### src/rtl/branch_resolve_unit.sv
// Branch resolve unit: EX-stage writer side of the branch predictor.
// Ports: CLK/RST; ex_* resolved branch + fetch-time prediction in;
//   flush/redirect_pc, btb_* write port, branch/mispredict counters out.
module branch_resolve_unit #(
   parameter int unsigned IDX_W      = 2,
   parameter int unsigned TAG_W      = 28,
   parameter int unsigned CNT_W      = 32,
   parameter logic [1:0]  INIT_STATE = 2'b10
) (
   input  logic             CLK,
   input  logic             RST,
   input  logic             ex_valid,
   input  logic             stall,
   input  logic [31:0]      ex_pc,
   input  logic             ex_taken,
   input  logic [31:0]      ex_target,
   input  logic             ex_pred_hit,
   input  logic [31:0]      ex_pred_pc,
   input  logic [1:0]       ex_pred_state,
   output logic             flush,
   output logic [31:0]      redirect_pc,
   output logic             btb_wen,
   output logic [IDX_W-1:0] btb_idx,
   output logic [TAG_W-1:0] btb_tag,
   output logic [31:0]      btb_value,
   output logic [1:0]       btb_state,
   output logic [CNT_W-1:0] branch_cnt,
   output logic [CNT_W-1:0] mispredict_cnt
);

   logic        accept;
   logic        pred_taken;
   logic        mispredict;
   logic        wr;
   logic [1:0]  nxt_state;
   logic [31:0] nxt_value;
   logic [31:0] nxt_redirect;

   // A branch in EX while flush is high is on the wrong path.
   assign accept     = ex_valid && !stall && !flush;
   assign pred_taken = ex_pred_hit && ex_pred_state[1];
   assign mispredict = (pred_taken != ex_taken) ||
                       (pred_taken && ex_taken &&
                        (ex_pred_pc != ex_target));

   // Misses that fall through are never allocated.
   assign wr = ex_pred_hit || ex_taken;

   assign nxt_redirect = ex_taken ? ex_target : ex_pc + 32'd4;

   always_comb begin
      nxt_state = INIT_STATE;
      nxt_value = ex_target;
      unique case (1'b1)
         (ex_pred_hit && ex_taken): begin
            nxt_state = (ex_pred_state == 2'b11) ?
                        2'b11 : ex_pred_state + 2'd1;
            nxt_value = ex_target;
         end
         (ex_pred_hit && !ex_taken): begin
            nxt_state = (ex_pred_state == 2'b00) ?
                        2'b00 : ex_pred_state - 2'd1;
            nxt_value = ex_pred_pc;
         end
         (!ex_pred_hit): begin
            nxt_state = INIT_STATE;
            nxt_value = ex_target;
         end
      endcase
   end

   always_ff @(posedge CLK or posedge RST) begin
      if (RST) begin
         flush          <= 1'b0;
         redirect_pc    <= '0;
         btb_wen        <= 1'b0;
         btb_idx        <= '0;
         btb_tag        <= '0;
         btb_value      <= '0;
         btb_state      <= '0;
         branch_cnt     <= '0;
         mispredict_cnt <= '0;
      end else begin
         flush   <= accept && mispredict;
         btb_wen <= accept && wr;
         if (accept) begin
            branch_cnt <= branch_cnt + 1'b1;
         end
         if (accept && mispredict) begin
            redirect_pc    <= nxt_redirect;
            mispredict_cnt <= mispredict_cnt + 1'b1;
         end
         if (accept && wr) begin
            btb_idx   <= ex_pc[IDX_W+1:2];
            btb_tag   <= ex_pc[31:IDX_W+2];
            btb_value <= nxt_value;
            btb_state <= nxt_state;
         end
      end
   end

endmodule

### config.mk
export PLATFORM = sky130hd
export DESIGN_NAME = branch_resolve_unit
export DESIGN_NICKNAME = d
export VERILOG_FILES = /design/src/rtl/branch_resolve_unit.sv
export SDC_FILE = /design/constraint.sdc
export NUM_CORES = 1
export LEC_CHECK = 0
export ABC_AREA = 1
export BUFFER_PORTS_ARGS = -buffer_cell sky130_fd_sc_hd__buf_2
export CAP_MARGIN = 40
export CORE_MARGIN = 2
export CORE_UTILIZATION = 45
export DETAILED_ROUTE_END_ITERATION = 8
export PLACE_DENSITY_LB_ADDON = 0.1
export SLEW_MARGIN = 20
export SYNTH_ARGS = -nofsm -noshare
export SYNTH_HDL_FRONTEND = slang
export SYNTH_SLANG_ARGS = --single-unit
### constraint.sdc
create_clock -name CLK -period 13.8 [get_ports CLK]
set_input_delay 0 -clock CLK [delete_from_list [all_inputs] [get_ports CLK]]
set_output_delay 0 -clock CLK [all_outputs]
set_load 0.01 [all_outputs]
* Word-level counts from Yosys, hierarchy flattened *
Cells that the tools add are included.

cells by class
  $add $sub $neg = 5
  equality and inequality tests = 3
  multiplexer cells = 5
  reduce and logical (&&, ||, !) cells = 17

operators by type and width
  operator                                          number
  adder 32 x 1 -> 32 bit, second input constant     2
  one-hot mux 32 bit (2 select lines)               1
  adder 32 x 3 -> 32 bit, second input constant     1
  2-to-1 mux 32 bit                                 1
  != test 32 bit                                    1
  logical AND 1 bit                                 9
  one-hot mux 2 bit (3 select lines)                1
  logical NOT 1 bit                                 4
  2-to-1 mux 2 bit                                  2
  adder 2 x 1 -> 2 bit, second input constant       1
  equality test 2 bit, second input constant        1
  logical NOT 2 bit                                 1
  logical OR 1 bit                                  2
  OR reduction 2 bit                                1
  subtractor 2 x 1 -> 2 bit, second input constant  1
  != test 1 bit                                     1

storage, ports and cells
  register bits = 162
  logic and storage cells = 39

* Logic depth before layout (Yosys ltp) *
Gate-level depths: netlist (run 1).

  depth after elaboration = 5
  mapped depth = 14
  depth with buffers taken out = 13

* Worst setup path before layout (run 1) *
No wires, ideal clock.

  path type = register to register
  start point = reg mispredict_cnt[0]
  end point = reg mispredict_cnt[28]
  arrival = 1549 ps
  required time = 13683 ps
  slack = 12134 ps
  cell stages (with the launch flop) = 13
  buffers on the path = 0
  period minus slack after synthesis = 1666 ps
  cells stage by stage = dfrtp_1 -> ha_1 -> nand3_2 -> nor2_4 -> nand2_4 -> nor2_8 -> nand2_4 -> nor2_4 -> nand2_1 -> nand2_1 -> nand2_1 -> nand3_1 -> nand2_1

on the way
  word-level cells in the longest chain between the ends = 1

ends and longest elaborated chain
  item                    line  text
  from (decl)             28    output logic [CNT_W-1:0] mispredict_cnt
  from (signal assigned)  91    mispredict_cnt <= mispredict_cnt + 1'b1;
  adder 32 x 1 -> 32 bit  91

No other way between the ends.
A chain may end at the register's enable or synchronous reset.

* Worst setup path after layout (run 1) *
  start point = reg flush
  end point = reg btb_value[17]

on the way
  word-level cells in the longest chain between the ends = 3

ends and longest elaborated chain
  item                    line  text
  from (decl)             20    output logic flush,
  from (signal assigned)  84    flush <= accept && mispredict;
  logical NOT 1 bit       40    assign accept = ex_valid && !stall && !flush;
  logical AND 1 bit       40
  logical AND 1 bit       93    if (accept && wr) begin
  to (signal assigned)    96    btb_value <= nxt_value;
  to (decl)               25    output logic [31:0] btb_value,

No other way between the ends.

==> results of run 1 <==
worst max-delay path, stage by stage, from the launching register on:
cell and delay, ns:
dfrtp_1 0.37, inv_1 0.10, nand2_4 0.14, inv_2 0.38
o21ai_4 0.11, inv_2 0.50, nor2_1 0.10, a31oi_1 0.19
dlygate4sd3_1 0.59
repair_timing:
action	CTS	global route
hold buffers	97	0
buffers inserted	0	0
hold endpoints to repair	162	0
kinds of logic (layout without fill, tap and decap cells):
group	Yosys count	in the layout	synth area share, %
and+or+nand+nor	738	738	34.4
buffers and inverters	164	517	7.66
DFF	162	162	43.5
AOI/OAI and AO/OA	115	115	6.53
xor gates and xnor gates	78	78	7.33
adders and majority gates	4	4	0.537
power breakdown:
group          leakage, nW  switching, W  internal [W]
combinational         4.34      0.000195      0.000140
clock                0.307      0.000216      0.000292
sequential            2.06     0.0000492      0.000544
cell usage in the layout, fill, tap and decap left out, drive strengths merged, types with 2 or more instances in the layout:
cell type	n
a21oi	2
a31oi	18
buf	273
bufinv	3
clkbuf	17
clkinv	5
dfrtp	162
dlygate4sd3	97
ha	4
inv	122
nand2	462
nand3	134
nand3b	5
nand4	9
nor2	106
nor3	13
nor4	7
o21ai	93
xnor2	43
xor2	35
final cells by class:
class	instances	area (sq um)	share of cell area, %
Multi-Input combinational cell	935	4560	36.8
Sequential cell	162	4050	32.7
Timing Repair Buffer	370	2390	19.3
Inverter	115	437	3.52
Clock buffer	17	425	3.43
Tap cell	270	338	2.73
Clock inverter	15	196	1.58
sequential cells by signal, summed over array words and instances (netlist names):
name	flops
redirect_pc	32
branch_cnt	32
btb_tag	28
btb_idx	2
btb_wen	1
flush	1
mispredict_cnt	32
btb_value	32
btb_state	2
metrics by stage:
step / util (%) / area [sq um] / hold WS [ns] / total power (W) / setup slack [ns]
CTS: 61.1 / 12400 / 0.000417 / 0.00145 / 11.30
global placement: 53.0 / 10800 / 0.240 / 0.000895 / 11.45
global route: 61.1 / 12400 / 0.0306 / 0.00151 / 11.06
detailed placement: 53.2 / 10800 / -0.0558 / 0.000903 / 11.43
floorplan: - / 9320 / 0.110 / 0.000758 / 9.42
finish: 61.1 / 12400 / 0.0143 / 0.00144 / 11.24
path summary, 6_finish.rpt:
check                      cells past startpoint                          end  slack (ns)
min in group asynchronous                      3   branch_cnt[14]$_DFFE_PP0P_        0.05
max in group asynchronous                      6  redirect_pc[22]$_DFFE_PP0P_       12.39
hold / removal                                 5   redirect_pc[1]$_DFFE_PP0P_        0.01
setup / recovery                               8    btb_value[17]$_DFFE_PP0P_       11.24
hold reg to reg                                2  redirect_pc[31]$_DFFE_PP0P_        0.47
setup reg to reg                               8    btb_value[17]$_DFFE_PP0P_       11.24
per-layer routing:
layer	global-route usage, %	vias up	wire length (um)
met1	35.2	4391	12500
met3	5.43	40	1880
met5	0	-	0
met4	8.52	0	656
li1	-	4679	-
met2	45.7	324	14400
==> flow_summary.json, run 1 <==
{
  "first_iter_violations": 603,
  "rsz0062_at_grt": "false",
  "netlist_instances": 1261,
  "worstMarginPinSlew_ns": 0.788,
  "fp.dieH_um": 148,
  "status": "completed",
  "gp_congestion": 0.930,
  "drive_gt1_share_pct": 20.9,
  "yosys-top-cells-area": "dfrtp_1 (44%), nand2_1 (18%), nand3_1 (7.0%)",
  "maxSlewHeadroom_pct": 47.4,
  "grt_max_degree": 90,
  "finalHoldViolCount": 0,
  "syn-mean-instance-area_sq_um": 7.39,
  "drt-vias-per-instance": 5.01,
  "start_util_pct": 45.9,
  "ys_types": 34,
  "n_fill_cell": 1952,
  "grt_usage_pct": 27.1,
  "peakVddDrop_mv": 0.0823,
  "cp_max_fo": 40,
  "max_cap_violations": 0,
  "hpwl_um": 21400,
  "netlist_top_cells_count": "nand2_1 (455), dfrtp_1 (162), nand3_1 (130), inv_1 (112)",
  "synth_top_area_share_pct": 43.5,
  "p_leak_nw": 6.71,
  "setup_violations": 0,
  "totalWireLength_um": 29500,
  "root_buffer": "clkbuf_16",
  "max_freq_mhz": 390,
  "grt-ovfl-total": 0,
  "synth_nets": 1369,
  "die_w_um": 148,
  "io_buffers": 265,
  "antenna_cells": 0,
  "cts_tree": "built",
  "required_ns": 14.16,
  "hold_path.class": "primary input to register",
  "wl_per_cell_um": 15.7,
  "cts_buffer_depth": 2,
  "route.detailed.drc": 0,
  "critPathKind": "register to register",
  "tns_ns": 0,
  "numCtsBuffers": 17,
  "cp.arrival_ns": 2.93,
  "post_cts_resized": 0,
  "vias": 9434,
  "ant_nets": 0,
  "hold_path.startpoint": "ex_pc[1]",
  "insertion_delay_ns": 0.43,
  "dieArea_sq_mm": 0.0219,
  "fin_crit_ns": 2.56,
  "cts_max_level": 4,
  "timing.final.crit_share_pct": 18.6,
  "crit_start": "flush$_DFF_PP0_",
  "yosys.area.top_type": "dfrtp_1",
  "synth_area_sq_mm": 0.00932,
  "ys_async_sr_fraction_pct": 100,
  "setup.worst_path.start_class": "register",
  "synth_ff_type": "dfrtp_1",
  "grt_pass1_wl_um": 46800,
  "core_sq_mm": 0.0203,
  "rows": 52,
  "drv_slew": 0,
  "cp-end-kind": "register",
  "grt_antenna_before_repair": 0,
  "io_pins": 266,
  "ys_seq_area_share_pct": 43.5,
  "synthToLayoutAreaGrowth_pct": 33.1,
  "grt_pass1_vias": 8915,
  "finalNonFillerCells": 1884,
  "yosysMostFrequentCell": "nand2_1",
  "synth_edf_count": 0,
  "nets": 1709,
  "ys_warn_count": 0,
  "clk_pin_slew_worst_paths_ns": 0.07,
  "regToRegStartpoint": "flush$_DFF_PP0_",
  "power_density_mw_per_mm2": 116,
  "place.detailed.instances": 1755,
  "drtPass1Iterations": 5,
  "finClkSkew_ns": 0.00848,
  "cts.sinks": 162,
  "ys_ff_latch": 162
}
Note: power is estimated with default switching activity, not from simulation.
==> run 2, diff against run 1 <==
--- a/config.mk
+++ b/config.mk
@@ -5,7 +5,7 @@
 export SDC_FILE = /design/constraint.sdc
 export NUM_CORES = 1
 export LEC_CHECK = 0
-export ABC_AREA = 1
+export ABC_AREA = 0
 export BUFFER_PORTS_ARGS = -buffer_cell sky130_fd_sc_hd__buf_2
 export CAP_MARGIN = 40
 export CORE_MARGIN = 2
==> constraint.sdc (replaced) <==
create_clock -name CLK -period 2.61 [get_ports CLK]
set_input_delay 0 -clock CLK [delete_from_list [all_inputs] [get_ports CLK]]
set_output_delay 0 -clock CLK [all_outputs]
set_load 0.01 [all_outputs]
==> run 2 against run 1 <==
- wire length decreased by 17%
- register-to-register slack got worse by 11 ns
- flip-flop and latch count unchanged
- die area decreased by 13%
- critical path depth increased by 1
- critical endpoint is now redirect_pc[19]$_DFFE_PP0P_
==> flow_summary.json, run 2 <==
{
  "status": "completed",
  "first_iter_violations": 412,
  "grt_usage_pct": 25.7,
  "fp.dieH_um": 138,
  "max_cap_violations": 0,
  "r2r_slack_ns": 0.59,
  "cp_slowest_cell": "dlygate4sd3_1",
  "dp_slack_ns": 0.375,
  "nets": 1224,
  "finalNonFillerCells": 1359,
  "dieArea_sq_mm": 0.0191,
  "yosysMostFrequentCell": "dfrtp_1",
  "grt_max_degree": 69,
  "rows": 49,
  "cp_max_fo": 32,
  "finClkSkew_ns": 0.0113,
  "hold_path_depth": 4,
  "hold_path.startpoint": "ex_target[5]",
  "path_delay_family": "buffers and inverters",
  "io_buffers": 265,
  "synth_area_sq_mm": 0.00812,
  "place.detailed.instances": 1209,
  "cts_max_level": 4,
  "grt_pass1_wl_um": 39000,
  "ys_async_sr_fraction_pct": 100,
  "final_common_cell": "buf_2",
  "ant_nets": 0,
  "max_freq_mhz": 428,
  "maxSlewHeadroom_pct": 52.8,
  "synthToLayoutAreaGrowth_pct": 42.1,
  "syn-mean-instance-area_sq_um": 11.0,
  "ys_types": 37,
  "stdcell_area_sq_mm": 0.0115,
  "fin_crit_ns": 2.34,
  "grt_antenna_before_repair": 2,
  "clk_pin_slew_worst_paths_ns": 0.06,
  "vias": 7112,
  "yosys.area.top_type": "dfrtp_1",
  "finalHoldViolCount": 0,
  "worstMarginPinSlew_ns": 0.705,
  "cts_hold_buffers": 117,
  "worst_hold_path.endpoint": "redirect_pc[5]$_DFFE_PP0P_",
  "die_w_um": 138,
  "hold_path.class": "primary input to register",
  "most-common-layout-cells": "buf_2 (265), dfrtp_1 (162), dlygate4sd3_1 (117)",
  "required_ns": 2.91,
  "cts_tree": "built",
  "cp.arrival_ns": 2.64,
  "netlist_instances": 738,
  "hpwl_um": 17100,
  "post_cts_buffers": 0,
  "drtPass1Iterations": 5,
  "ys_ff_latch": 162,
  "setup.worst_path.start_class": "primary input",
  "root_buffer": "clkbuf_16",
  "ys_seq_area_share_pct": 49.9,
  "r2r-end": "branch_cnt[30]$_DFFE_PP0P_",
  "synth_ff_type": "dfrtp_1",
  "drt-vias-per-instance": 5.23,
  "synth_edf_count": 0,
  "synth_nets": 846,
  "insertion_delay_ns": 0.43,
  "rsz0062_at_grt": "false",
  "gp_congestion": 0.852,
  "peakVddDrop_mv": 0.480,
  "grt_pass1_vias": 7163,
  "drv_slew": 0,
  "yosys-top-cells-area": "dfrtp_1 (50%), xnor2_1 (10%), mux2_2 (5.4%)",
  "route.detailed.drc": 0,
  "timing.final.crit_share_pct": 89.6,
  "cts.sinks": 162,
  "post_cts_resized": 0,
  "max_stage_delay_ns": 0.53,
  "dpl_cell_area_sq_mm": 0.00975,
  "ys_warn_count": 0,
  "path_cells": "dlygate4sd3_1 > buf_2 > xnor2_1 > nand4_1 > nor4_1 > a21boi_2 > o21ai_4 > buf_12 > mux2_1",
  "io_pins": 266,
  "totalWireLength_um": 24500,
  "synth_top_area_share_pct": 49.9,
  "setup_violations": 0,
  "core_sq_mm": 0.0178,
  "cts_buffer_depth": 2,
  "power_density_mw_per_mm2": 662,
  "regToRegStartpoint": "flush$_DFF_PP0_",
  "ff2ff_path_depth": 6,
  "tns_ns": 0,
  "crit_buf_inv": 3,
  "drive_gt1_share_pct": 31.9,
  "fin_ws_ns": 0.271,
  "netlist_top_cells_count": "dfrtp_1 (162), xnor2_1 (95), nand2_1 (49), nor2_1 (48), mux2_2 (39)",
  "grt-ovfl-total": 0,
  "cp-end-kind": "register",
  "p_leak_nw": 5.36,
  "critPathKind": "primary input to register",
  "utilization_pct": 64.7,
  "wl_per_cell_um": 18.0,
  "numCtsBuffers": 17,
  "start_util_pct": 45.5
}
[run 2: cell types whose count changed after synthesis, moves of 25 or more]
cell,change
xnor2_1,+52
and3_1,+25
nand2_1,-406
inv_1,-104
mux2_1,+28
mux2_2,+39
mux2i_1,+32
nor2_1,-44
nand3_1,-105
o21ai_0,-60
a21oi_1,+31
[run 2: per-stage QoR]
| stage | power [W] | hold WS, ns |
|---|---|---|
| detailed placement | 0.00488 | 0.0370 |
| floorplan | 0.00406 | 0.151 |
| global route | 0.00800 | 0.0407 |
| CTS | 0.00768 | 0.00459 |
| global placement | 0.00485 | 0.0391 |
| finish | 0.00764 | 0.0230 |
[run 2: worst min-delay path, delay by kind of cell]
family,cells,cell delay [ns]
and+or+nand+nor,1,0.09
buffers and inverters,1,0.12
muxes,1,0.13
AOI/OAI and AO/OA,1,0.07
[run 2: power by group]
part / internal [W] / total, W / switching, W / leakage (nW)
Combinational: 0.000872 / 0.00180 / 0.000931 / 3.05
Clock: 0.00155 / 0.00263 / 0.00109 / 0.292
Sequential: 0.00292 / 0.00320 / 0.000276 / 2.02
Total: 0.00534 / 0.00764 / 0.00229 / 5.36
[run 2: kinds of logic after synthesis]
family / share of synthesized area [%]
muxes: 13.2
DFF: 49.9
and+or+nand+nor: 13.1
AOI/OAI and AO/OA: 7.18
adders and majority gates: 0.863
xor gates and xnor gates: 13.2
buffers and inverters: 2.51
[run 2: per-layer routing]
layer | part of all wire, % | wire length (um) | up-vias | track usage (%)
li1 | - | - | 3355 | -
met1 | 45 | 11100 | 3482 | 35.1
met2 | 46 | 11400 | 228 | 40.6
met3 | 5.3 | 1290 | 47 | 5.40
met4 | 2.9 | 707 | 0 | 9.88
met5 | 0 | 0 | - | 0
[run 2: cell type report]
type | count | area [sq um]
Timing Repair Buffer | 397 | 2660
Inverter | 8 | 33.8
Clock inverter | 13 | 173
Tap cell | 229 | 287
Antenna cell | 2 | 5.00
Fill cell | 1479 | 6300
Multi-Input combinational cell | 530 | 3880
Sequential cell | 162 | 4050
Clock buffer | 18 | 439
[run 2: worst max path at each step]
stage / cells after the start / start / endpoint
6_report: 9 / ex_target[15] / redirect_pc[19]$_DFFE_PP0P_
5_1_grt: 9 / ex_target[15] / redirect_pc[19]$_DFFE_PP0P_
4_1_cts: 9 / ex_target[15] / redirect_pc[19]$_DFFE_PP0P_
3_5_place_dp: 8 / ex_target[15] / redirect_pc[26]$_DFFE_PP0P_
3_3_place_gp: 8 / ex_target[15] / redirect_pc[29]$_DFFE_PP0P_
2_1_floorplan: 1 / RST / branch_cnt[0]$_DFFE_PP0P_
